[src/rtl/pipeline_hazard_ctrl_pkg.sv]
// Shared decode constants, forwarding-select encoding and opcode class
// helpers for the 5-stage RV32I hazard controller (pipeline_hazard_ctrl).
package hazard_pkg;

    localparam logic [6:0] OP_LOAD   = 7'b0000011;
    localparam logic [6:0] OP_BRANCH = 7'b1100011;
    localparam logic [6:0] OP_JAL    = 7'b1101111;
    localparam logic [6:0] OP_JALR   = 7'b1100111;
    localparam logic [6:0] OP_RTYPE  = 7'b0110011;
    localparam logic [6:0] OP_STORE  = 7'b0100011;

    // E-stage operand source: register file, W result or M result.
    typedef enum logic [1:0] {
        FWD_RF = 2'd0,
        FWD_W  = 2'd1,
        FWD_M  = 2'd2
    } fwd_sel_t;

    // Instruction consumes its rs2 field as a register operand.
    function automatic logic reads_rs2(input logic [6:0] op);
        logic r;
        case (op)
            OP_RTYPE, OP_BRANCH, OP_STORE: r = 1'b1;
            default:                       r = 1'b0;
        endcase
        return r;
    endfunction

    // Instruction produces a register-file result (everything but branch/store).
    function automatic logic writes_rd(input logic [6:0] op);
        logic r;
        case (op)
            OP_BRANCH, OP_STORE: r = 1'b0;
            default:             r = 1'b1;
        endcase
        return r;
    endfunction

    // Instruction redirects the fetch stream.
    function automatic logic is_ctrl(input logic [6:0] op);
        logic r;
        case (op)
            OP_BRANCH, OP_JAL, OP_JALR: r = 1'b1;
            default:                    r = 1'b0;
        endcase
        return r;
    endfunction

    // Instruction is a data-memory load.
    function automatic logic is_load(input logic [6:0] op);
        return (op == OP_LOAD);
    endfunction

endpackage

[src/rtl/pipeline_hazard_ctrl_raw_match.sv]
// raw_match: compares one producer (rd, valid) against a consumer's rs1/rs2.
// x0 is hard-wired zero, so a zero rd never produces a hit.
module raw_match #(
    parameter int AW = 5
) (
    input  logic [AW-1:0] rd_i,
    input  logic          valid_i,
    input  logic [AW-1:0] rs1_i,
    input  logic [AW-1:0] rs2_i,
    output logic          hit_rs1_o,
    output logic          hit_rs2_o
);
    import hazard_pkg::*;

    logic rd_live_s;

    assign rd_live_s = valid_i & (rd_i != '0);
    assign hit_rs1_o = rd_live_s & (rs1_i == rd_i);
    assign hit_rs2_o = rd_live_s & (rs2_i == rd_i);

endmodule

[src/rtl/pipeline_hazard_ctrl.sv]
// pipeline_hazard_ctrl: load-use / control-transfer hazard controller with
// memory-busy freeze and E-stage forwarding selects.
// Build option HAZARD_FWD_EN: when defined, forwarding is active and only
// load-use stalls; when undefined, forwarding selects are tied to the
// register file and any RAW match against E/M/W interlocks.
module pipeline_hazard_ctrl
    import hazard_pkg::*;
#(
    parameter int LOAD_LAT  = 1,
    parameter int BR_SHADOW = 2,
    parameter int REG_AW    = 5
) (
    input  logic              clk,
    input  logic              rstn,
    input  logic              run,
    input  logic [31:0]       irD,
    input  logic [31:0]       irE,
    input  logic [REG_AW-1:0] rdM,
    input  logic              regWriteM,
    input  logic [REG_AW-1:0] rdW,
    input  logic              regWriteW,
    input  logic              memBusy,
    output logic              fStall,
    output logic              dStall,
    output logic              eFlush,
    output logic [1:0]        fwdA,
    output logic [1:0]        fwdB,
    output logic              shadow
);

    localparam int CNT_MAX = (LOAD_LAT > BR_SHADOW) ? LOAD_LAT : BR_SHADOW;
    localparam int CNT_W   = $clog2(CNT_MAX + 1);

    // Field decode
    logic [6:0]        op_d_s, op_e_s;
    logic [REG_AW-1:0] rs1_d_s, rs2_d_s, rs1_e_s, rs2_e_s, rd_e_s;
    logic              rs2_rd_d_s;
    logic              e_valid_s;
    logic [REG_AW-1:0] cmp_rs1_s, cmp_rs2_s;

    assign op_d_s     = irD[6:0];
    assign op_e_s     = irE[6:0];
    assign rs1_d_s    = REG_AW'(irD[19:15]);
    assign rs2_d_s    = REG_AW'(irD[24:20]);
    assign rs1_e_s    = REG_AW'(irE[19:15]);
    assign rs2_e_s    = REG_AW'(irE[24:20]);
    assign rd_e_s     = REG_AW'(irE[11:7]);
    assign rs2_rd_d_s = reads_rs2(op_d_s);

`ifdef HAZARD_FWD_EN
    // E only matters to D as a load; M/W are checked against E's sources.
    assign e_valid_s = is_load(op_e_s);
    assign cmp_rs1_s = rs1_e_s;
    assign cmp_rs2_s = rs2_e_s;
`else
    // Without forwarding every in-flight writer interlocks D's sources.
    assign e_valid_s = writes_rd(op_e_s);
    assign cmp_rs1_s = rs1_d_s;
    assign cmp_rs2_s = rs2_d_s;
`endif

    // Fields not used by any hazard rule in this build.
    logic unused_fields_s;
`ifdef HAZARD_FWD_EN
    assign unused_fields_s = ^{irD[31:25], irD[14:7], irE[31:25], irE[14:12]};
`else
    assign unused_fields_s = ^{irD[31:25], irD[14:7], irE[31:15], irE[14:12]};
`endif

    logic e_hit1_s, e_hit2_s, m_hit1_s, m_hit2_s, w_hit1_s, w_hit2_s;

    raw_match #(.AW(REG_AW)) u_match_e (
        .rd_i      (rd_e_s),
        .valid_i   (e_valid_s),
        .rs1_i     (rs1_d_s),
        .rs2_i     (rs2_d_s),
        .hit_rs1_o (e_hit1_s),
        .hit_rs2_o (e_hit2_s)
    );

    raw_match #(.AW(REG_AW)) u_match_m (
        .rd_i      (rdM),
        .valid_i   (regWriteM),
        .rs1_i     (cmp_rs1_s),
        .rs2_i     (cmp_rs2_s),
        .hit_rs1_o (m_hit1_s),
        .hit_rs2_o (m_hit2_s)
    );

    raw_match #(.AW(REG_AW)) u_match_w (
        .rd_i      (rdW),
        .valid_i   (regWriteW),
        .rs1_i     (cmp_rs1_s),
        .rs2_i     (cmp_rs2_s),
        .hit_rs1_o (w_hit1_s),
        .hit_rs2_o (w_hit2_s)
    );

    logic [CNT_W-1:0] br_cnt_q, br_cnt_d;
    logic             bubble_s;
    logic             jump_s;
    logic             advance_s;
    fwd_sel_t         fwd_a_s, fwd_b_s;

    // Counters only move when the pipeline is running and not frozen.
    assign advance_s = run & ~memBusy;

`ifdef HAZARD_FWD_EN
    logic [CNT_W-1:0] lu_cnt_q, lu_cnt_d;
    logic             detect_s;

    assign detect_s = e_hit1_s | (e_hit2_s & rs2_rd_d_s);
    assign bubble_s = detect_s | (lu_cnt_q != '0);

    // Load-use bubble counter: reload on a fresh detect, else count down to 0.
    always_comb begin
        lu_cnt_d = lu_cnt_q;
        if (!advance_s) begin
            lu_cnt_d = lu_cnt_q;
        end else if (detect_s) begin
            lu_cnt_d = CNT_W'(LOAD_LAT - 1);
        end else if (lu_cnt_q != '0) begin
            lu_cnt_d = lu_cnt_q - CNT_W'(1);
        end else begin
            lu_cnt_d = lu_cnt_q;
        end
    end

    // Load-use counter register.
    always_ff @(posedge clk or negedge rstn) begin
        if (!rstn) begin
            lu_cnt_q <= '0;
        end else begin
            lu_cnt_q <= lu_cnt_d;
        end
    end
`else
    assign bubble_s = e_hit1_s | (e_hit2_s & rs2_rd_d_s)
                    | m_hit1_s | (m_hit2_s & rs2_rd_d_s)
                    | w_hit1_s | (w_hit2_s & rs2_rd_d_s);
`endif

    // A control transfer in D is only acted on once the bubble is gone and no
    // earlier shadow is pending (D is stale during the shadow).
    assign jump_s = is_ctrl(op_d_s) & ~bubble_s & (br_cnt_q == '0) & run;

    // Branch-shadow counter: load on jump, else count down to 0.
    always_comb begin
        br_cnt_d = br_cnt_q;
        if (!advance_s) begin
            br_cnt_d = br_cnt_q;
        end else if (jump_s) begin
            br_cnt_d = CNT_W'(BR_SHADOW);
        end else if (br_cnt_q != '0) begin
            br_cnt_d = br_cnt_q - CNT_W'(1);
        end else begin
            br_cnt_d = br_cnt_q;
        end
    end

    // Branch-shadow counter register.
    always_ff @(posedge clk or negedge rstn) begin
        if (!rstn) begin
            br_cnt_q <= '0;
        end else begin
            br_cnt_q <= br_cnt_d;
        end
    end

    // Forwarding selects: M result is newer than W, so it wins.
    always_comb begin
        fwd_a_s = FWD_RF;
        fwd_b_s = FWD_RF;
`ifdef HAZARD_FWD_EN
        if (m_hit1_s) begin
            fwd_a_s = FWD_M;
        end else if (w_hit1_s) begin
            fwd_a_s = FWD_W;
        end else begin
            fwd_a_s = FWD_RF;
        end
        if (m_hit2_s) begin
            fwd_b_s = FWD_M;
        end else if (w_hit2_s) begin
            fwd_b_s = FWD_W;
        end else begin
            fwd_b_s = FWD_RF;
        end
`endif
    end

    // Output resolution in priority order: reset, run, freeze, hazards.
    always_comb begin
        fStall = 1'b0;
        dStall = 1'b0;
        eFlush = 1'b0;
        fwdA   = 2'b00;
        fwdB   = 2'b00;
        shadow = 1'b0;
        if (!rstn) begin
            fStall = 1'b0;
            dStall = 1'b0;
            eFlush = 1'b0;
        end else begin
            shadow = (br_cnt_q != '0);
            fwdA   = fwd_a_s;
            fwdB   = fwd_b_s;
            if (!run) begin
                fStall = 1'b0;
                dStall = 1'b0;
                eFlush = 1'b0;
            end else if (memBusy) begin
                fStall = 1'b1;
                dStall = 1'b1;
                eFlush = 1'b0;
            end else begin
                fStall = bubble_s | jump_s;
                dStall = bubble_s | jump_s | (br_cnt_q > CNT_W'(1));
                eFlush = bubble_s | (br_cnt_q != '0);
            end
        end
    end

endmodule

[config.mk]
export PLATFORM = sky130hd
export DESIGN_NAME = pipeline_hazard_ctrl
export DESIGN_NICKNAME = d
export VERILOG_FILES = /design/src/rtl/pipeline_hazard_ctrl_pkg.sv /design/src/rtl/pipeline_hazard_ctrl_raw_match.sv /design/src/rtl/pipeline_hazard_ctrl.sv
export SDC_FILE = /design/constraint.sdc
export NUM_CORES = 1
export LEC_CHECK = 0
export BUFFER_PORTS_ARGS = -buffer_cell sky130_fd_sc_hd__buf_2
export CELL_PAD_IN_SITES_DETAIL_PLACEMENT = 2
export CELL_PAD_IN_SITES_GLOBAL_PLACEMENT = 2
export CORE_ASPECT_RATIO = 2
export CORE_MARGIN = 3
export CORE_UTILIZATION = 12
export DETAILED_ROUTE_END_ITERATION = 6
export PLACE_DENSITY = 0.8
export SLEW_MARGIN = 15
export SYNTH_ARGS = -nofsm -noshare
export SYNTH_HDL_FRONTEND = slang
export SYNTH_SLANG_ARGS = --single-unit
[constraint.sdc]
create_clock -name clk -period 3.85 [get_ports clk]
set_input_delay 1.155 -clock clk [delete_from_list [all_inputs] [get_ports clk]]
set_output_delay 1.155 -clock clk [all_outputs]
set_load 0.05 [all_outputs]
-- Word level (Yosys, flattened, before mapping)
Cells that the tools add are included.
- add/sub/neg operators: 1
- multipliers: 0
- div/mod/pow operators: 0
- order comparisons: 1
- eq/ne operators: 13
- shift operators: 0
- multiplexer cells: 15
- bitwise gates (word level): 26
- reductions and logical operators: 10
- operators by type and width (cell ; number):
    $eq A5 B5 Y1 ; 6
    $eq A7 B7 Y1 const B ; 4
    $eq A7 B6 Y1 const B ; 3
    $and A1 B1 Y1 ; 16
    $reduce_bool A5 Y1 ; 3
    $mux W1 ; 13
    $or A1 B1 Y1 ; 8
    $reduce_or A3 Y1 ; 2
    $mux W2 ; 2
    $reduce_bool A2 Y1 ; 2
    $gt A2 B1 Y1 const B ; 1
    $logic_not A2 Y1 ; 1
    $not A1 Y1 ; 2
    $reduce_and A2 Y1 ; 1
    $reduce_or A2 Y1 ; 1
    $sub A2 B1 Y2 const B ; 1
- flip-flop bits (word level): 2
- bits in latches: 0
- bits in writable memories: 0
- memory bits (read-only): 0
- bits of input ports: 80
- logic and storage cells: 67
- memories kept: 0

-- Logic depth before layout (Yosys ltp)
Gate-level depths: netlist of the first run.
- word-level depth: 20
- mapped depth: 8
- gate-level depth less buffers: 8

-- By module
A second synthesis of the first run with hierarchy kept.
- cells, all modules: 93
- area total of the unflattened synthesis: 703.2 um^2
- modules (own cells, without submodules) (module ; instances ; cells an instance ; area each (um^2)):
    raw_match ; 3 ; 16 ; 123.9
    pipeline_hazard_ctrl ; 1 ; 45 ; 331.6

-- Worst setup path after synthesis of the first run
Ideal clock, no wire load.
- kind: in2out
- from: input irD[1]
- to: output eFlush
- arrival time: 3.455 ns
- required time: 2.695 ns
- slack: -0.760 ns
- stages: 6
- buffers on the path: 0
- cell sequence: nand3_1 -> a2111oi_0 -> nand4_1 -> a21oi_1 -> nor3_1 -> a211oi_1
- longest elaborated chain between the ends: 13
- elaborated cells on any way between the ends: 17
- those cells by class: eq/ne: 3; mux: 4; bitwise: 9; reduce/logical: 1
- RTL lines (element ; line ; RTL):
    start, declared ; pipeline_hazard_ctrl.sv:16 ; input logic [31:0] irD,
    $eq A7 B7 Y1 / $eq A7 B6 Y1 (equally long branches) ; pipeline_hazard_ctrl_pkg.sv:22 ; case (op)
    $reduce_or A3 Y1 (*) ; pipeline_hazard_ctrl_pkg.sv:22 ;
    $mux W1 (*) ; pipeline_hazard_ctrl_pkg.sv:22 ;
    $and A1 B1 Y1 ; pipeline_hazard_ctrl.sv:138 ; assign bubble_s = e_hit1_s | (e_hit2_s & rs2_rd_d_s)
    $or A1 B1 Y1 ; pipeline_hazard_ctrl.sv:138 ;
    $or A1 B1 Y1 (2 in a row) ; pipeline_hazard_ctrl.sv:139 ; | m_hit1_s | (m_hit2_s & rs2_rd_d_s)
    $or A1 B1 Y1 ; pipeline_hazard_ctrl.sv:140 ; | w_hit1_s | (w_hit2_s & rs2_rd_d_s);
    $or A1 B1 Y1 (*) ; pipeline_hazard_ctrl.sv:140 ;
    $or A1 B1 Y1 (*) ; pipeline_hazard_ctrl.sv:219 ; eFlush = bubble_s | (br_cnt_q != '0);
    $mux W1 (*) ; pipeline_hazard_ctrl.sv:212 ; end else if (memBusy) begin
    $mux W1 (*) ; pipeline_hazard_ctrl.sv:208 ; if (!run) begin
    $mux W1 (*) ; pipeline_hazard_ctrl.sv:200 ; if (!rstn) begin
    end, declared ; pipeline_hazard_ctrl.sv:25 ; output logic eFlush,
Every way passes the cells marked *; elsewhere a longest branch is shown, timed or not.

-- Final worst setup path of the first run
- from: input rdM[4]
- to: output dStall
- longest elaborated chain between the ends: 16
- elaborated cells on any way between the ends: 20
- those cells by class: eq/ne: 2; mux: 3; bitwise: 14; reduce/logical: 1
- RTL lines (element ; line ; RTL):
    start, declared ; pipeline_hazard_ctrl.sv:18 ; input logic [REG_AW-1:0] rdM,
    $reduce_bool A5 Y1 ; pipeline_hazard_ctrl_raw_match.sv:17 ; assign rd_live_s = valid_i & (rd_i != '0);
    $and A1 B1 Y1 ; pipeline_hazard_ctrl_raw_match.sv:17 ;
    $and A1 B1 Y1 (on tied branches) ; pipeline_hazard_ctrl_raw_match.sv:18, pipeline_hazard_ctrl_raw_match.sv:19 ;
    $or A1 B1 Y1 / $and A1 B1 Y1 (equally long branches) ; pipeline_hazard_ctrl.sv:139 ;
    $or A1 B1 Y1 (*) ; pipeline_hazard_ctrl.sv:139 ;
    $or A1 B1 Y1 (*) (2 in a row) ; pipeline_hazard_ctrl.sv:140 ;
    $not A1 Y1 ; pipeline_hazard_ctrl.sv:145 ; assign jump_s = is_ctrl(op_d_s) & ~bubble_s & (br_cnt_q == '0) & run;
    $and A1 B1 Y1 (3 in a row) ; pipeline_hazard_ctrl.sv:145 ;
    $or A1 B1 Y1 (*) (2 in a row) ; pipeline_hazard_ctrl.sv:218 ; dStall = bubble_s | jump_s | (br_cnt_q > CNT_W'(1));
    $mux W1 (*) ; pipeline_hazard_ctrl.sv:212 ;
    $mux W1 (*) ; pipeline_hazard_ctrl.sv:208 ;
    $mux W1 (*) ; pipeline_hazard_ctrl.sv:200 ;
    end, declared ; pipeline_hazard_ctrl.sv:24 ; output logic dStall,
Marks and branches as above.

==> impl_metrics.env, run 1 <==
export IMPL_outcome="completed"
export IMPL_detail_route_first_pass_iterations=3
export IMPL_worstMarginPinSlew_ns=0.647
export IMPL_place_gp_congestion=0.775
export IMPL_die_w_um=57.2
export IMPL_clk_latency_ns=0.21
export IMPL_crit_path_frequent_cell="buf_6"
export IMPL_drt_total_wl_um=3000
export IMPL_hold_start="br_cnt_q[0]"
export IMPL_rsz0062_at_grt="true"
export IMPL_synthMostInstantiatedCell="xor2_1"
export IMPL_crit_arrival_ns=2.68
export IMPL_grt_pass1_vias=1032
export IMPL_synth_flop_cell="dfrtp_1"
export IMPL_drcViolationCount=0
export IMPL_switching_share_pct=43.6
export IMPL_crit_reg2reg_launch="br_cnt_q[1]"
export IMPL_synth_top_cells_by_area="xor2_1 25%, xnor2_1 17%, dfrtp_1 8.0%, nor3_1 5.6%, nand3_1 4.8%"
export IMPL_placed_cells=203
export IMPL_fmax_ghz=0.261
export IMPL_antenna_cells=0
export IMPL_yosysTopAreaCell="xor2_1"
export IMPL_share_comb_of_total_power_pct=63.0
export IMPL_min_to="br_cnt_q[0]"
export IMPL_slowest_stage="or4_4"
export IMPL_vias=888
export IMPL_peakVddDrop_mv=0.146
export IMPL_place_area_sq_um=1090
export IMPL_io_buffers=47
export IMPL_numCtsBuffers=3
export IMPL_netlist_instances=83
export IMPL_drv_slew=0
export IMPL_rrSetupSlack_ns=1.73
export IMPL_cts_sinks=2
export IMPL_rr_worst_depth=8
export IMPL_seq_power_share_pct=11.8
export IMPL_leakagePower_uw=0.000551
export IMPL_syn_area_sq_um=628
export IMPL_syn_mean_instance_area_sq_um=7.57
export IMPL_antenna_found_initial=0
export IMPL_yosysUniqueCellTypes=26
export IMPL_ant_nets=0
export IMPL_path_class="in2out"
export IMPL_synth_top_area_share_pct=25.1
export IMPL_r2r_end="br_cnt_q[0]"
export IMPL_clk_pin_slew_ns=0.03
export IMPL_setup_viol=0
export IMPL_endpoint_kind="primary output"
export IMPL_final_layout_size_suffix_gt1_share_pct=57.0
export IMPL_slowest_delay_ns=0.54
export IMPL_top_regs="br_cnt_q (2)"
export IMPL_fin_crit_ns=3.83
export IMPL_grt_pass1_wl_um=4780
export IMPL_top_register="br_cnt_q"
export IMPL_overflow=0
export IMPL_ys_seq_elements=2
export IMPL_ys_top_cells_by_count="18 x xor2_1, 12 x xnor2_1, 7 x nor3_1"
export IMPL_synth_edf_count=0
export IMPL_hp_class="reg2reg"
export IMPL_largest_reg_flops=2
export IMPL_initial_utilization_pct=12.7
export IMPL_postCtsHoldBufs=0
export IMPL_maxSlewHeadroom_pct=56.4
export IMPL_die_area_sq_um=6190
export IMPL_grt_max_degree=6
export IMPL_rows=36
export IMPL_cp_required_ns=2.69
export IMPL_seq_area_sq_um=50.0
export IMPL_via_per_inst=4.31
export IMPL_p_clk_share_pct=25.2
export IMPL_multi_input_area_sq_um=689
export IMPL_fin_cells=206
export IMPL_syn2layout_area_growth_pct=102
export IMPL_chipHeight_um=108
export IMPL_crit_fanout=3
export IMPL_fin_nets=233
export IMPL_cts_max_level=1
export IMPL_fin_area_sq_um=1270
export IMPL_core_area_sq_um=4950
export IMPL_total_power_uw=328
export IMPL_maxCapViolCount=0
export IMPL_holdPathStages=1
export IMPL_dp_hpwl_um=2730
export IMPL_wire_per_inst_um=14.6
export IMPL_drtIter0Drc=3
export IMPL_finalClockSkew_ns=0.000525
export IMPL_tritoncts="built"
export IMPL_yosysSeqAreaShare_pct=7.97
export IMPL_startpoint_type="primary input"
export IMPL_cell_internal_pwr_uw=185
export IMPL_yosysWarnings=0
export IMPL_hold_viol=0
export IMPL_grt_total_usage_pct=10.1
export IMPL_num_fill_cells=600
export IMPL_p_sw_uw=143
export IMPL_cts_root_buf="clkbuf_8"
export IMPL_ios=88
export IMPL_period_share_pct=99.6
export IMPL_path_cells="buf_6, or4_4, o21ai_4, a21oi_4, nor3_4, a31oi_2, buf_6"
export IMPL_p_per_area_nw_per_um2=259
export IMPL_clockBufferDepth=2
export IMPL_synthArstFlopShare_pct=100
export IMPL_post_cts_buffers=0
-- power by group through the flow --
| stage | logic, uW | registers (uW) | clock network, uW |
|---|---|---|---|
| after floorplan | 120 | 37.4 | 0 |
| after global placement | 185 | 38.8 | 0 |
| after detailed placement | 195 | 38.9 | 0 |
| after CTS | 203 | 39.0 | 83.7 |
| after global routing | 232 | 40.3 | 89.7 |
| final | 207 | 38.7 | 82.5 |
-- worst max-delay path by stage --
| stage | endpoint | start | cells after the start |
|---|---|---|---|
| final | dStall | rdM[4] | 7 |
| after floorplan | eFlush | irD[1] | 6 |
| after detailed placement | eFlush | irD[1] | 9 |
| after CTS | dStall | irE[8] | 7 |
| after global routing | dStall | rdM[4] | 7 |
| after global placement | eFlush | irD[1] | 9 |
-- final cells by class --
class / count / area share [%]
repair buffers: 64 / 31.6
well taps: 57 / 5.63
multi-input cells: 76 / 54.4
clock buffers: 3 / 3.26
inverters: 4 / 1.18
flip-flops and latches: 2 / 3.95
-- critical path: cells and delay by family --
family,cells,cell delay (ns)
compound gates,3,0.39
simple gates,2,0.86
buf+inv,2,0.28
-- per-layer routing --
| metal | wire, um | up-vias | share of wire (%) | GRT usage (%) |
|---|---|---|---|---|
| met5 | 0 | - | 0 | 0 |
| met4 | 23 | 0 | 0.77 | 2.16 |
| met3 | 150 | 3 | 5.0 | 1.67 |
| met2 | 1980 | 38 | 66 | 22.7 |
| met1 | 846 | 424 | 28 | 8.17 |
| li1 | - | 423 | - | - |
-- placed cells by master (no fill, tap or decap), types with 2 or more instances in the layout --
cell type and instances:
nand3_1 5, inv_1 4, o21ai_2 2, buf_6 6
clkbuf_8 3, ha_1 2, nor2_1 2, dfrtp_1 2
xnor2_1 12, conb_1 4, nor3_1 2, nor3_2 4
or4_1 2, xor2_1 17, buf_2 41, buf_4 17
nand4_1 3, a21oi_4 2
-- per-stage QoR --
step / setup TNS [ns] / hold WS [ns] / utilization [%] / setup WS [ns]
final: 0 / 0.565 / 25.6 / 0.0170
after global placement: -0.490 / 0.545 / 22.0 / -0.195
after floorplan: 0 / 0.515 / - / 0.0531
after CTS: 0 / 0.575 / 23.9 / 0.00589
after detailed placement: -0.624 / 0.560 / 22.0 / -0.235
after global routing: -0.0931 / 0.603 / 25.6 / -0.0657
-- repair_timing --
item / in CTS / in global routing
pin swaps: 5 / 11
gates resized for setup: 15 / 14
setup endpoints to repair: 3 / 3
-- cells by family (layout without fill, tap and decap cells) --
kind of cell	Yosys count	in the layout	synth area share, %
muxes	1	1	1.59
adders and majority gates	2	2	3.98
DFF	2	2	7.97
and+or+nand+nor	25	25	22.5
other	1	4	0.597
AOI/OAI and AO/OA	14	14	14.3
xor gates and xnor gates	30	30	41.8
buffers and inverters	8	71	7.17
Note: power is estimated with default switching activity, not from simulation.
==> inputs of run 2 (changes only) <==
Settings changed: ABC_AREA set to 1, CORE_UTILIZATION 12 to 14, GPL_ROUTABILITY_DRIVEN set to 0, PLACE_DENSITY 0.8 to 0.85, RECOVER_POWER set to 50.
==> run 2 against run 1 <==
Via count up 35%. Clock power up 87%. Global-route usage grew 1.2 points. Synthesized area rose by 35%. Die area increased by 14%. Clock skew is 0.00052 ns lower. First-iteration DRC count increased by 130%.
==> impl_metrics.env, run 2 <==
export IMPL_min_to="br_cnt_q[1]"
export IMPL_seq_power_share_pct=9.9
export IMPL_clockBufferDepth=2
export IMPL_syn_mean_instance_area_sq_um=4.85
export IMPL_top_register="br_cnt_q"
export IMPL_fin_crit_ns=3.64
export IMPL_rr_worst_depth=7
export IMPL_antenna_cells=0
export IMPL_core_area_sq_um=5810
export IMPL_maxCapViolCount=0
export IMPL_crit_reg2reg_launch="br_cnt_q[0]"
export IMPL_setup_viol=0
export IMPL_final_layout_size_suffix_gt1_share_pct=23.2
export IMPL_ios=88
export IMPL_tritoncts="built"
export IMPL_drcViolationCount=0
export IMPL_cts_max_level=1
export IMPL_numCtsBuffers=3
export IMPL_hold_start="br_cnt_q[1]"
export IMPL_period_share_pct=94.6
export IMPL_synth_top_area_share_pct=33.2
export IMPL_leakagePower_uw=0.000790
export IMPL_post_cts_buffers=0
export IMPL_clk_latency_ns=0.22
export IMPL_startpoint_type="primary input"
export IMPL_slowest_delay_ns=0.22
export IMPL_endpoint_kind="primary output"
export IMPL_syn2layout_area_growth_pct=44.7
export IMPL_outcome="completed"
export IMPL_p_sw_uw=157
export IMPL_yosysWarnings=0
export IMPL_cell_internal_pwr_uw=235
export IMPL_fmax_ghz=0.274
export IMPL_slowest_stage="clkbuf_4"
export IMPL_grt_total_usage_pct=11.3
export IMPL_initial_utilization_pct=14.6
export IMPL_wire_per_inst_um=12.5
export IMPL_cts_root_buf="clkbuf_16"
export IMPL_whs_ns=0.476
export IMPL_overflow=0
export IMPL_synthArstFlopShare_pct=100
export IMPL_yosysSeqAreaShare_pct=5.90
export IMPL_ant_nets=0
export IMPL_fin_nets=308
export IMPL_holdPathStages=2
export IMPL_fin_area_sq_um=1230
export IMPL_path_buf_inv=3
export IMPL_cp_required_ns=2.69
export IMPL_ys_seq_elements=2
export IMPL_final_cell_mix="75 x nand2_1, 43 x buf_2, 36 x inv_1"
export IMPL_place_area_sq_um=1150
export IMPL_dp_hpwl_um=3380
export IMPL_rsz0062_at_grt="false"
export IMPL_r2r_end="br_cnt_q[0]"
export IMPL_finalClockSkew_ns=0.00000817
export IMPL_crit_arrival_ns=2.49
export IMPL_hp_class="reg2reg"
export IMPL_rows=39
export IMPL_drv_slew=0
export IMPL_peakVddDrop_mv=0.105
export IMPL_final_common_cell="nand2_1"
export IMPL_synth_edf_count=0
export IMPL_grt_max_degree=5
export IMPL_detail_route_first_pass_iterations=3
export IMPL_netlist_instances=175
export IMPL_grt_pass1_vias=1388
export IMPL_syn_area_sq_um=848
export IMPL_drtIter0Drc=7
export IMPL_synthMostInstantiatedCell="nand2_1"
export IMPL_drt_total_wl_um=3570
export IMPL_via_per_inst=4.22
export IMPL_cts_sinks=2
export IMPL_die_w_um=61.0
export IMPL_path_cells="buf_2, inv_1, nand2_1, nand2_1, nor2_1, nand3_1, nand2_1, nand2_1, nand3_2, a21oi_1, nand2_1, nand2_1, nand2_1, clkbuf_4"
export IMPL_yosysTopAreaCell="nand2_1"
export IMPL_vias=1203
export IMPL_antenna_found_initial=0
export IMPL_chipHeight_um=116
export IMPL_share_comb_of_total_power_pct=50.8
export IMPL_switching_share_pct=40.0
export IMPL_largest_reg_flops=2
export IMPL_io_buffers=47
export IMPL_path_class="in2out"
export IMPL_hold_viol=0
export IMPL_rrSetupSlack_ns=2.64
export IMPL_fin_tns_setup_ns=0
export IMPL_synth_flop_cell="dfrtp_1"
export IMPL_p_clk_share_pct=39.3
export IMPL_ys_top_cells_by_count="75 x nand2_1, 36 x inv_1, 22 x nor2_1"
export IMPL_synth_top_cells_by_area="nand2_1 33%, inv_1 16%, nor2_1 9.7%, xor2_1 8.3%, xnor2_1 7.2%"
export IMPL_yosysUniqueCellTypes=18
export IMPL_top_regs="br_cnt_q (2)"
export IMPL_die_area_sq_um=7090
export IMPL_p_per_area_nw_per_um2=319
export IMPL_crit_fanout=3
export IMPL_clk_pin_slew_ns=0.03
export IMPL_cp_top_family="simple AND/OR/NAND/NOR gates"
export IMPL_grt_pass1_wl_um=5960
export IMPL_crit_path_frequent_cell="nand2_1"
-- run 2: cell count changes in the layout (fill, tap and decap cells not counted), sizes merged, moves of 6 or more --
| cell | change |
|---|---|
| xor2 | -10 |
| inv | +32 |
| nand2 | +74 |
| buf | -20 |
| nor3 | -6 |
| nor2 | +20 |
-- run 2: worst register-to-register path: cells and delay by family (launching register included) --
| kind | cells | cell delay [ns] |
|---|---|---|
| flops | 1 | 0.39 |
| fa+ha+maj | 1 | 0.21 |
| buf+inv | 2 | 0.17 |
| simple gates | 3 | 0.18 |
| compound gates | 1 | 0.20 |
-- run 2: cells by family after synthesis --
logic type	share of synthesized area, %
adders and majority gates	2.95
buffers and inverters	19.5
DFF	5.90
other	0.442
AOI/OAI and AO/OA	4.57
and+or+nand+nor	51.2
xor gates and xnor gates	15.5
-- run 2: what timing repair did --
| action | CTS | global route |
|---|---|---|
| gates resized for setup | 0 | 4 |
| hold buffers | 0 | 0 |
| hold endpoints to repair | 0 | 0 |
| setup endpoints to repair | 0 | 3 |
-- run 2: layer usage --
metal / wire [um] / global-route usage [%] / share of wire (%)
met5: 0 / 0 / 0
met4: 118 / 4.63 / 3.3
met3: 135 / 1.00 / 3.8
met2: 2310 / 24.9 / 65
met1: 1010 / 8.56 / 28
-- run 2: area by class of cell --
class,instances,area [sq um]
clock buffer,3,75.1
fill,745,4580
inverter,36,135
multi-input combinational,136,649
sequential,2,50.0
tap,61,76.3
timing repair buffer,47,241
-- run 2: how the worst max path moves through the flow --
stage | cells past startpoint | start | to
after global placement | 15 | irE[10] | dStall
final | 14 | irE[10] | dStall
after detailed placement | 15 | irE[10] | fStall
after global routing | 15 | irD[23] | dStall
after floorplan | 10 | irD[1] | eFlush
after CTS | 15 | irE[10] | fStall
-- run 2: power groups by stage --
| stage | Clock (uW) | Combinational (uW) | Sequential, uW |
|---|---|---|---|
| 6_report | 154 | 199 | 38.8 |
| 4_1_cts | 157 | 206 | 39.7 |
| 3_5_place_dp | 0 | 205 | 39.4 |
| 3_3_place_gp | 0 | 194 | 38.2 |
| 5_1_grt | 160 | 229 | 40.6 |
| 2_1_floorplan | 0 | 135 | 36.8 |
-- run 2: through the flow --
| stage | total power [uW] | util [%] | instances | worst slack [ns] |
|---|---|---|---|---|
| after floorplan | 172 | - | 178 | 0.290 |
| after global placement | 233 | 19.7 | 282 | 0.147 |
| after detailed placement | 244 | 19.7 | 282 | 0.106 |
| after CTS | 403 | 21.0 | 285 | 0.102 |
| after global routing | 430 | 21.1 | 285 | 0.00950 |
| final | 392 | 21.1 | 285 | 0.206 |
